[src/rtl/turbo_rsc_encoder_pkg.sv]
`default_nettype none
// ============================================================================
// Module      : turbo_enc_pkg
// Description : Shared constants, generator taps and FSM state type for the
//               dual RSC turbo encoder stage.
// Revision    : 1.0  initial release
// ============================================================================
package turbo_enc_pkg;

   localparam int K_DEFAULT     = 4096;
   localparam int CNT_W_DEFAULT = 12;

   // Bit k of a generator selects state bit s[2-k]: bit0 = D^3, bit1 = D^2, bit2 = D.
   localparam logic [2:0] G_FB = 3'b011;   // feedback taps D^2, D^3
   localparam logic [2:0] G_FF = 3'b101;   // feedforward taps D, D^3

   typedef enum logic [1:0] {
      IDLE  = 2'd0,
      DATA  = 2'd1,
      TAIL1 = 2'd2,
      TAIL2 = 2'd3
   } enc_state_t;

   // XOR of the state bits selected by a generator tap mask.
   function automatic logic tap_xor(input logic [2:0] taps, input logic [2:0] s);
      return ^(taps & {s[0], s[1], s[2]});
   endfunction

endpackage
`default_nettype wire

[src/rtl/turbo_rsc_encoder_if.sv]
`default_nettype none
// ============================================================================
// Module      : turbo_rsc_encoder_if
// Description : Bit-stream bus between the interleaver buffer, the dual RSC
//               encoder stage and its downstream consumer.
// Revision    : 1.0  initial release
// ============================================================================
interface turbo_rsc_encoder_if;

   logic bin_in;
   logic bin_int_in;
   logic valid_in;
   logic sys_out;
   logic par1_out;
   logic par2_out;
   logic valid_out;
   logic tail_out;
   logic blk_done;
   logic ovf_err;

   // Upstream/environment view: drives bits, observes encoded streams.
   modport master (
      output bin_in, bin_int_in, valid_in,
      input  sys_out, par1_out, par2_out, valid_out, tail_out, blk_done, ovf_err
   );

   // Encoder view.
   modport slave (
      input  bin_in, bin_int_in, valid_in,
      output sys_out, par1_out, par2_out, valid_out, tail_out, blk_done, ovf_err
   );

endinterface
`default_nettype wire

[src/rtl/turbo_rsc_encoder_rsc.sv]
`default_nettype none
// ============================================================================
// Module      : rsc_encoder
// Description : One recursive systematic convolutional encoder,
//               g0 = 1+D^2+D^3 (feedback), g1 = 1+D+D^3 (feedforward).
//               Parity and tail bit are combinational; the caller registers.
// Revision    : 1.0  initial release
// ============================================================================
module rsc_encoder
   import turbo_enc_pkg::*;
(
   input  logic clk,
   input  logic reset,
   input  logic step,      // advance the trellis this cycle
   input  logic term,      // termination: feed the feedback bit back as input
   input  logic u,         // information bit
   output logic parity,
   output logic tail_sys   // feedback bit, the systematic bit during termination
);

   logic [2:0] r_state;    // r_state[0] is the newest bit
   logic       w_fb;
   logic       w_u_eff;
   logic       w_a;

   // Trellis equations; with term set the input equals fb so the new bit is 0.
   always_comb begin
      w_fb     = tap_xor(G_FB, r_state);
      w_u_eff  = term ? w_fb : u;
      w_a      = w_u_eff ^ w_fb;
      parity   = w_a ^ tap_xor(G_FF, r_state);
      tail_sys = w_fb;
   end

   // Shift register advances only on a step; otherwise it holds.
   always_ff @(posedge clk or posedge reset) begin
      if (reset) begin
         r_state <= 3'b000;
      end else if (step) begin
         r_state <= {r_state[1:0], w_a};
      end
   end

endmodule
`default_nettype wire

[src/rtl/turbo_rsc_encoder.sv]
`default_nettype none
// ============================================================================
// Module      : turbo_rsc_encoder
// Description : Dual RSC encoder stage. Encodes a K-bit block on both the
//               natural and interleaved streams, then terminates encoder 1
//               (TAIL1) and encoder 2 (TAIL2) with three tail steps each.
// Revision    : 1.0  initial release
// ============================================================================
module turbo_rsc_encoder
   import turbo_enc_pkg::*;
#(
   parameter int K     = K_DEFAULT,
   parameter int CNT_W = CNT_W_DEFAULT
)(
   input  logic                 clk,
   input  logic                 reset,
   turbo_rsc_encoder_if.slave   bus
);

   generate
      if ((2 ** CNT_W) < K) begin : g_cnt_w_check
         $error("turbo_rsc_encoder: CNT_W is too narrow to count K bits");
      end
   endgenerate

   localparam logic [CNT_W-1:0] C_LAST = CNT_W'(K - 1);

   enc_state_t       r_state;
   enc_state_t       w_state_nxt;
   logic [CNT_W-1:0] r_cnt;
   logic [CNT_W-1:0] w_cnt_nxt;
   logic [1:0]       r_tcnt;
   logic [1:0]       w_tcnt_nxt;

   logic w_step1, w_step2, w_term1, w_term2;
   logic w_par1, w_par2, w_tsys1, w_tsys2;
   logic w_sys, w_p1, w_p2, w_vld, w_tail, w_done, w_ovf;

   logic r_sys, r_p1, r_p2, r_vld, r_tail, r_done, r_ovf;

   rsc_encoder u_enc1 (
      .clk      (clk),
      .reset    (reset),
      .step     (w_step1),
      .term     (w_term1),
      .u        (bus.bin_in),
      .parity   (w_par1),
      .tail_sys (w_tsys1)
   );

   rsc_encoder u_enc2 (
      .clk      (clk),
      .reset    (reset),
      .step     (w_step2),
      .term     (w_term2),
      .u        (bus.bin_int_in),
      .parity   (w_par2),
      .tail_sys (w_tsys2)
   );

   // State, bit counter and tail-step counter registers.
   always_ff @(posedge clk or posedge reset) begin
      if (reset) begin
         r_state <= IDLE;
         r_cnt   <= '0;
         r_tcnt  <= 2'd0;
      end else begin
         r_state <= w_state_nxt;
         r_cnt   <= w_cnt_nxt;
         r_tcnt  <= w_tcnt_nxt;
      end
   end

   // Next-state, encoder stepping and output selection.
   always_comb begin
      w_state_nxt = r_state;
      w_cnt_nxt   = r_cnt;
      w_tcnt_nxt  = r_tcnt;
      w_step1     = 1'b0;
      w_step2     = 1'b0;
      w_term1     = 1'b0;
      w_term2     = 1'b0;
      w_sys       = 1'b0;
      w_p1        = 1'b0;
      w_p2        = 1'b0;
      w_vld       = 1'b0;
      w_tail      = 1'b0;
      w_done      = 1'b0;
      w_ovf       = 1'b0;

      case (r_state)
         IDLE, DATA: begin
            if (bus.valid_in) begin
               w_step1 = 1'b1;
               w_step2 = 1'b1;
               w_sys   = bus.bin_in;
               w_p1    = w_par1;
               w_p2    = w_par2;
               w_vld   = 1'b1;
               if (r_cnt == C_LAST) begin
                  // Last information bit: counter returns to 0 for the next block.
                  w_cnt_nxt   = '0;
                  w_tcnt_nxt  = 2'd0;
                  w_state_nxt = TAIL1;
               end else begin
                  w_cnt_nxt   = r_cnt + 1'b1;
                  w_state_nxt = DATA;
               end
            end
         end
         TAIL1: begin
            w_ovf   = bus.valid_in;
            w_step1 = 1'b1;
            w_term1 = 1'b1;
            w_sys   = w_tsys1;
            w_p1    = w_par1;
            w_vld   = 1'b1;
            w_tail  = 1'b1;
            if (r_tcnt == 2'd2) begin
               w_tcnt_nxt  = 2'd0;
               w_state_nxt = TAIL2;
            end else begin
               w_tcnt_nxt  = r_tcnt + 2'd1;
            end
         end
         TAIL2: begin
            w_ovf   = bus.valid_in;
            w_step2 = 1'b1;
            w_term2 = 1'b1;
            w_sys   = w_tsys2;
            w_p2    = w_par2;
            w_vld   = 1'b1;
            w_tail  = 1'b1;
            if (r_tcnt == 2'd2) begin
               w_done      = 1'b1;
               w_tcnt_nxt  = 2'd0;
               w_state_nxt = IDLE;
            end else begin
               w_tcnt_nxt  = r_tcnt + 2'd1;
            end
         end
         default: begin
            w_state_nxt = IDLE;
         end
      endcase
   end

   // Registered outputs; ovf_err is sticky until reset.
   always_ff @(posedge clk or posedge reset) begin
      if (reset) begin
         r_sys  <= 1'b0;
         r_p1   <= 1'b0;
         r_p2   <= 1'b0;
         r_vld  <= 1'b0;
         r_tail <= 1'b0;
         r_done <= 1'b0;
         r_ovf  <= 1'b0;
      end else begin
         r_sys  <= w_sys;
         r_p1   <= w_p1;
         r_p2   <= w_p2;
         r_vld  <= w_vld;
         r_tail <= w_tail;
         r_done <= w_done;
         r_ovf  <= r_ovf | w_ovf;
      end
   end

   assign bus.sys_out   = r_sys;
   assign bus.par1_out  = r_p1;
   assign bus.par2_out  = r_p2;
   assign bus.valid_out = r_vld;
   assign bus.tail_out  = r_tail;
   assign bus.blk_done  = r_done;
   assign bus.ovf_err   = r_ovf;

endmodule
`default_nettype wire

[src/flat_wrapper.sv]
// flat-port wrapper written by rule: the top's interface ports become plain ports
module turbo_rsc_encoder_flat import turbo_enc_pkg::*;
#(
   parameter int K     = K_DEFAULT,
   parameter int CNT_W = CNT_W_DEFAULT
)
  (clk, reset, bus_bin_in, bus_bin_int_in, bus_valid_in, bus_sys_out, bus_par1_out, bus_par2_out, bus_valid_out, bus_tail_out, bus_blk_done, bus_ovf_err);
  turbo_rsc_encoder_if bus_i ();
  input  logic clk;
  input  logic reset;
  input wire logic [$bits(bus_i.bin_in)-1:0] bus_bin_in;
  input wire logic [$bits(bus_i.bin_int_in)-1:0] bus_bin_int_in;
  input wire logic [$bits(bus_i.valid_in)-1:0] bus_valid_in;
  output wire logic [$bits(bus_i.sys_out)-1:0] bus_sys_out;
  output wire logic [$bits(bus_i.par1_out)-1:0] bus_par1_out;
  output wire logic [$bits(bus_i.par2_out)-1:0] bus_par2_out;
  output wire logic [$bits(bus_i.valid_out)-1:0] bus_valid_out;
  output wire logic [$bits(bus_i.tail_out)-1:0] bus_tail_out;
  output wire logic [$bits(bus_i.blk_done)-1:0] bus_blk_done;
  output wire logic [$bits(bus_i.ovf_err)-1:0] bus_ovf_err;
  assign bus_i.bin_in = bus_bin_in;
  assign bus_i.bin_int_in = bus_bin_int_in;
  assign bus_i.valid_in = bus_valid_in;
  assign bus_sys_out = bus_i.sys_out;
  assign bus_par1_out = bus_i.par1_out;
  assign bus_par2_out = bus_i.par2_out;
  assign bus_valid_out = bus_i.valid_out;
  assign bus_tail_out = bus_i.tail_out;
  assign bus_blk_done = bus_i.blk_done;
  assign bus_ovf_err = bus_i.ovf_err;
  turbo_rsc_encoder #(.K(K), .CNT_W(CNT_W)) u_core (.clk(clk), .reset(reset), .bus(bus_i));
endmodule
[config.mk]
export PLATFORM = sky130hd
export DESIGN_NAME = turbo_rsc_encoder_flat
export DESIGN_NICKNAME = d
export VERILOG_FILES = /design/src/rtl/turbo_rsc_encoder_pkg.sv /design/src/rtl/turbo_rsc_encoder_if.sv /design/src/rtl/turbo_rsc_encoder_rsc.sv /design/src/rtl/turbo_rsc_encoder.sv /design/src/flat_wrapper.sv
export SDC_FILE = /design/constraint.sdc
export NUM_CORES = 1
export LEC_CHECK = 0
export CAP_MARGIN = 20
export CELL_PAD_IN_SITES_DETAIL_PLACEMENT = 0
export CELL_PAD_IN_SITES_GLOBAL_PLACEMENT = 1
export CORE_MARGIN = 10
export CORE_UTILIZATION = 48
export DETAILED_ROUTE_END_ITERATION = 16
export MAX_ROUTING_LAYER = met4
export PLACE_DENSITY_LB_ADDON = 0.1
export SLEW_MARGIN = 20
export SYNTH_ARGS = -nofsm -noshare
export SYNTH_HDL_FRONTEND = slang
export SYNTH_SLANG_ARGS = --single-unit
[constraint.sdc]
create_clock -name clk -period 3.87 [get_ports clk]
set_input_delay 0.774 -clock clk [delete_from_list [all_inputs] [get_ports clk]]
set_output_delay 0.774 -clock clk [all_outputs]
set_load 0.03 [all_outputs]
==> results.toml, run 1 <==
[status]
run_status = "completed"

[cts]
numClockSinks = 29
cts-resized-gates = 0
cts_made_buffers = 5
cts_hold_buf = 0
htree_num_levels = 2
cts-root-buf = "clkbuf_4"
clockBufferDepth = 2
cts_setup_buffers = 0
clkTransAtPathRegs_ns = 0.09
insertion_delay_ns = 0.32
cts_tree = "done"

[synthesis]
synth_area_leaders = "dfrtp_1 (52%), xor2_1 (5.1%), xnor2_1 (4.4%)"
synth_seq_cells = 29
synth_top_area_share = 0.524
ys_seq_area_frac = 0.524
synthCells = 123
synth_largest_area_cell = "dfrtp_1"
synthFlopType = "dfrtp_1"
async_flop_share = 1.00
syn_area_um2 = 1380
synth_cell_types = 39
synth-edff-count = 0
synth_most_common_cell = "dfrtp_1"
post_synth.cell_area_avg_um2 = 11.3
netlist_top_cells_count = "dfrtp_1 (29), nand2_1 (8), xor2_1 (8)"
yosys_warnings = 0
synth.net_count = 129

[placement]
dp_hpwl_um = 1700
io_buffers = 11
pre_cts_ws_ns = 1.35
dpl_cell_area_um2 = 1490
gp_congestion = 0.738

[worst_hold_path]
min_path_type = "reg2reg"

[timing]
slew_violations = 0
skew_ns = 0.00842
slew_headroom = 0.606
tightestPinTransition_ns = 0.591
rsz0062_at_grt = "false"
setup_viol = 0
hold_ws_ns = 0.476
timing.fmax_mhz = 457
fin_crit_sh = 0.565
hold_viol_final = 0
finalCriticalPeriod_ns = 2.19
setup-tns-final_ns = 0
timing.final.ws_setup_ns = 1.68

[final_layout]
drive_above_1_share = 0.134
nets = 140
final_area_um2 = 1540
nFillCells = 257
area_delta_synth_final_pct = 11.6
multi_input_area_um2 = 603
antenna_cells = 0
ff_latch_area_um2 = 726

[pwr]
ir_worst_vdd_mv = 0.397
powerDensity_nw_per_um2 = 572
p_leak_nw = 0.670

[run]
drv_cap = 0

[setup_path]
crit_slowest_cell = "clkdlybuf4s50_1"
cp_top_family = "buffers and inverters"
critical_path_class = "in2reg"
crit_buf_inv = 1
critPathMaxStageDelay_ns = 0.66
startpoint_type = "input port"
worst_ep_arrival_time_ns = 2.40
critPathMaxFanout = 8
end_kind = "flip-flop"
crit_path_cell_trace = "clkdlybuf4s50_1 -> nor2b_1 -> a21oi_1 -> mux2_2"
worstPathRequired_ns = 4.09

[floorplanning]
dieWidth_um = 73.7
die-area_um2 = 5430
core-area_um2 = 2760
rows = 19
initial_core_util = 0.502
die-height_um = 73.7
ioPinCount = 12

[global_route]
grt_pass1_vias = 944
gr-usage-all-layers = 0.105
grt-ovfl-total = 0
grt_max_degree = 30
antenna_found_initial = 0
grt_pass1_wl_um = 4280

[drt]
via_count = 903
drc = 0
antenna_left = 0
drtIter0Drc = 53
wl_um = 2410
first_pass_iters = 4
wire_per_inst_um = 14.6
routed_via_density = 5.47
## worst paths after layout
path | start | endpoint | slack (ns) | cells past startpoint
min reg2reg | u_core.bus.ovf_err$_DFF_PP0_ | u_core.bus.ovf_err$_DFF_PP0_ | 0.48 | 1
min | u_core.bus.ovf_err$_DFF_PP0_ | u_core.bus.ovf_err$_DFF_PP0_ | 0.48 | 1
max | bus_valid_in | u_core.u_enc2.r_state[2]$_DFFE_PP0P_ | 1.68 | 4
max reg2reg | u_core.r_cnt[0]$_DFFE_PP0P_ | u_core.r_tcnt[0]$_DFFE_PP0P_ | 2.19 | 5
min in group asynchronous | reset | u_core.bus.par1_out$_DFF_PP0_ | 0.84 | 2
max in group asynchronous | reset | u_core.r_tcnt[0]$_DFFE_PP0P_ | 2.64 | 2
## placed cells by master (no fill, tap or decap), drive strengths merged, types with 2 or more instances in the layout
cell type / count
nor2: 7
a21o: 2
mux2: 5
inv: 3
xnor2: 7
o21ai: 4
nand3: 6
dfrtp: 29
nor3: 4
nand4: 3
a21oi: 5
nor2b: 2
clkdlybuf4s50: 11
mux2i: 3
xor2: 8
nand2: 8
or3: 2
nor4: 2
clkbuf: 7
o21a: 2
## metal layers
| layer | global-route usage | vias to the layer above | part of all wire |
|---|---|---|---|
| met5 | - | - | 0 |
| met4 | 0.0621 | 0 | 0.019 |
| met3 | 0.0444 | 6 | 0.071 |
| met2 | 0.141 | 20 | 0.42 |
| met1 | 0.128 | 427 | 0.49 |
| li1 | - | 450 | - |
## stage by stage
stage               total power [W]  instances   util
finish                     0.000883        165  0.560
global route               0.000945        165  0.560
CTS                        0.000893        165  0.560
detailed placement         0.000705        158  0.540
global placement           0.000698        158  0.540
floorplan                  0.000636        123      -
## flip-flops by register name (all words and copies together) (netlist names)
register / cells
u_core.bus.tail_out: 1
u_core.u_enc2.r_state: 3
u_core.bus.blk_done: 1
u_core.r_tcnt: 2
u_core.bus.valid_out: 1
u_core.r_state: 2
u_core.bus.ovf_err: 1
u_core.bus.sys_out: 1
u_core.r_cnt: 12
u_core.u_enc1.r_state: 3
u_core.bus.par2_out: 1
u_core.bus.par1_out: 1
## layout make-up
cell class,instances,area share
clock buffer,7,0.0357
inverter,3,0.00729
multi-input combinational,84,0.391
sequential,29,0.470
tap,31,0.0251
timing repair buffer,11,0.0713
## where the power goes
part / internal [W] / switching (W)
registers: 0.000377 / 0.0000758
logic: 0.000123 / 0.000121
clock network: 0.0000856 / 0.000100
## cell families (layout without fill, tap and decap cells)
family	Yosys count	count (layout)	share of synthesized area
mux	8	8	0.0624
buf+inv	10	21	0.0398
fa+ha+maj	1	1	0.00904
flops	29	29	0.524
xor+xnor	15	15	0.0949
simple gates	41	41	0.178
compound gates	19	19	0.0913
Note: power is estimated with default switching activity, not from simulation.
==> inputs of run 2 (changes only) <==
- CORE_UTILIZATION: 48 -> 45
- clock period: 3.87 -> 2.2 ns (I/O delays scaled with it)
==> results.toml, run 2 (synthesized netlist as in run 1, its figures left out) <==
[cts]
cts_hold_buf = 0
cts_setup_buffers = 0
clockBufferDepth = 2
htree_num_levels = 2
cts-resized-gates = 0
insertion_delay_ns = 0.32
cts-root-buf = "clkbuf_4"
cts_made_buffers = 5
numClockSinks = 29
cts_tree = "done"
clkTransAtPathRegs_ns = 0.08

[setup_path]
startpoint_type = "flip-flop"
worst_ep_arrival_time_ns = 1.34
critPathMaxFanout = 2
critPathMaxStageDelay_ns = 0.67
cp_top_family = "buffers and inverters"
rr_worst_depth = 5
critical_path_class = "reg2out"
worstSetupEndpoint = "bus_ovf_err"
startpoint = "u_core.bus.ovf_err$_DFF_PP0_"
end_kind = "primary output"
r2r_end = "u_core.r_tcnt[0]$_DFFE_PP0P_"
r2r-start = "u_core.r_cnt[0]$_DFFE_PP0P_"
crit_buf_inv = 1
r2r_slack_ns = 0.50
crit_cells = 1
worstPathRequired_ns = 1.76
crit_slowest_cell = "clkdlybuf4s50_1"
crit_path_cell_trace = "clkdlybuf4s50_1"

[global_route]
grt_pass1_vias = 934
antenna_found_initial = 0
gr-usage-all-layers = 0.106
grt-ovfl-total = 0
grt_max_degree = 30
grt_pass1_wl_um = 4290

[placement]
dpl.cell_count = 164
gp_congestion = 0.741
io_buffers = 11
dp_hpwl_um = 1730
pre_cts_ws_ns = 0.173

[final_layout]
top_regs = "u_core.r_cnt (12), u_core.u_enc1.r_state (3), u_core.u_enc2.r_state (3)"
final_cells = 171
nFillCells = 288
antenna_cells = 0
multi_input_area_um2 = 603
area_delta_synth_final_pct = 13.9
drive_above_1_share = 0.152
final_common_cell = "dfrtp_1"
ff_latch_area_um2 = 726
largest_reg_flops = 12
final_cell_mix = "dfrtp_1 (29), clkdlybuf4s50_1 (11), nand2_1 (8), xor2_1 (8), xnor2_1 (7)"
regMostFlops = "u_core.r_cnt"
nets = 144

[worst_hold_path]
hold_path_depth = 1
min_path_type = "reg2reg"

[timing]
timing.final.ws_setup_ns = 0.415
rsz0062_at_grt = "false"
tightestPinTransition_ns = 0.515
setup_viol = 0
finalCriticalPeriod_ns = 1.78
fin_crit_sh = 0.811
timing.fmax_mhz = 560
slew_headroom = 0.657
setup-tns-final_ns = 0
skew_ns = 0.00305
slew_violations = 0
hold_viol_final = 0

[floorplanning]
ioPinCount = 12
rows = 20
die-height_um = 75.5
core-area_um2 = 3000
die-area_um2 = 5690
initial_core_util = 0.461
dieWidth_um = 75.5

[drt]
drtIter0Drc = 33
antenna_left = 0
via_count = 928
wire_per_inst_um = 14.4
first_pass_iters = 4
wl_um = 2460
routed_via_density = 5.43
drc = 0

[pwr]
total_power_w = 0.00155
ir_worst_vdd_mv = 0.529
p_leak_nw = 0.691
powerDensity_nw_per_um2 = 986

[run]
drv_cap = 0

[status]
run_status = "completed"
==> run 2: changes by cell type in the layout (fill, tap and decap cells not counted) <==
cell	before	now
buf_4	0	4
inv_1	2	3
inv_2	1	0
==> run 2: worst min path at each step <==
stage / slack [ns] / from / to
2_1_floorplan: 0.46 / u_core.r_cnt[10]$_DFFE_PP0P_ / u_core.r_cnt[10]$_DFFE_PP0P_
3_3_place_gp: 0.46 / u_core.bus.ovf_err$_DFF_PP0_ / u_core.bus.ovf_err$_DFF_PP0_
3_5_place_dp: 0.46 / u_core.bus.ovf_err$_DFF_PP0_ / u_core.bus.ovf_err$_DFF_PP0_
4_1_cts: 0.48 / reset / u_core.u_enc1.r_state[0]$_DFFE_PP0P_
5_1_grt: 0.50 / reset / u_core.bus.par2_out$_DFF_PP0_
6_report: 0.47 / u_core.bus.ovf_err$_DFF_PP0_ / u_core.bus.ovf_err$_DFF_PP0_
==> run 2: through the flow <==
| stage | hold WS (ns) | cell area [um2] | util |
|---|---|---|---|
| 2_1_floorplan | 0.464 | 1380 | - |
| 3_3_place_gp | 0.457 | 1520 | 0.507 |
| 3_5_place_dp | 0.457 | 1520 | 0.507 |
| 4_1_cts | 0.478 | 1580 | 0.525 |
| 5_1_grt | 0.501 | 1580 | 0.525 |
| 6_report | 0.469 | 1580 | 0.525 |
==> run 2: report_power, final <==
group | total (W) | leakage, nW | switching [W] | internal (W)
clock | 0.000321 | 0.0314 | 0.000171 | 0.000151
combinational | 0.000432 | 0.295 | 0.000211 | 0.000221
sequential | 0.000800 | 0.364 | 0.000136 | 0.000664
total | 0.00155 | 0.691 | 0.000519 | 0.00104
==> run 2: metal layers <==
layer  share of wire  GRT usage
met3           0.036     0.0430
met4           0.024     0.0619
met1            0.41      0.108
met2            0.53      0.168
met5               0          -
==> run 2: layout make-up <==
cell class	count	share of cell area
Inverter	3	0.00714
Multi-Input combinational cell	84	0.383
Clock buffer	7	0.0349
Timing Repair Buffer	15	0.0889
Sequential cell	29	0.460
Tap cell	33	0.0262
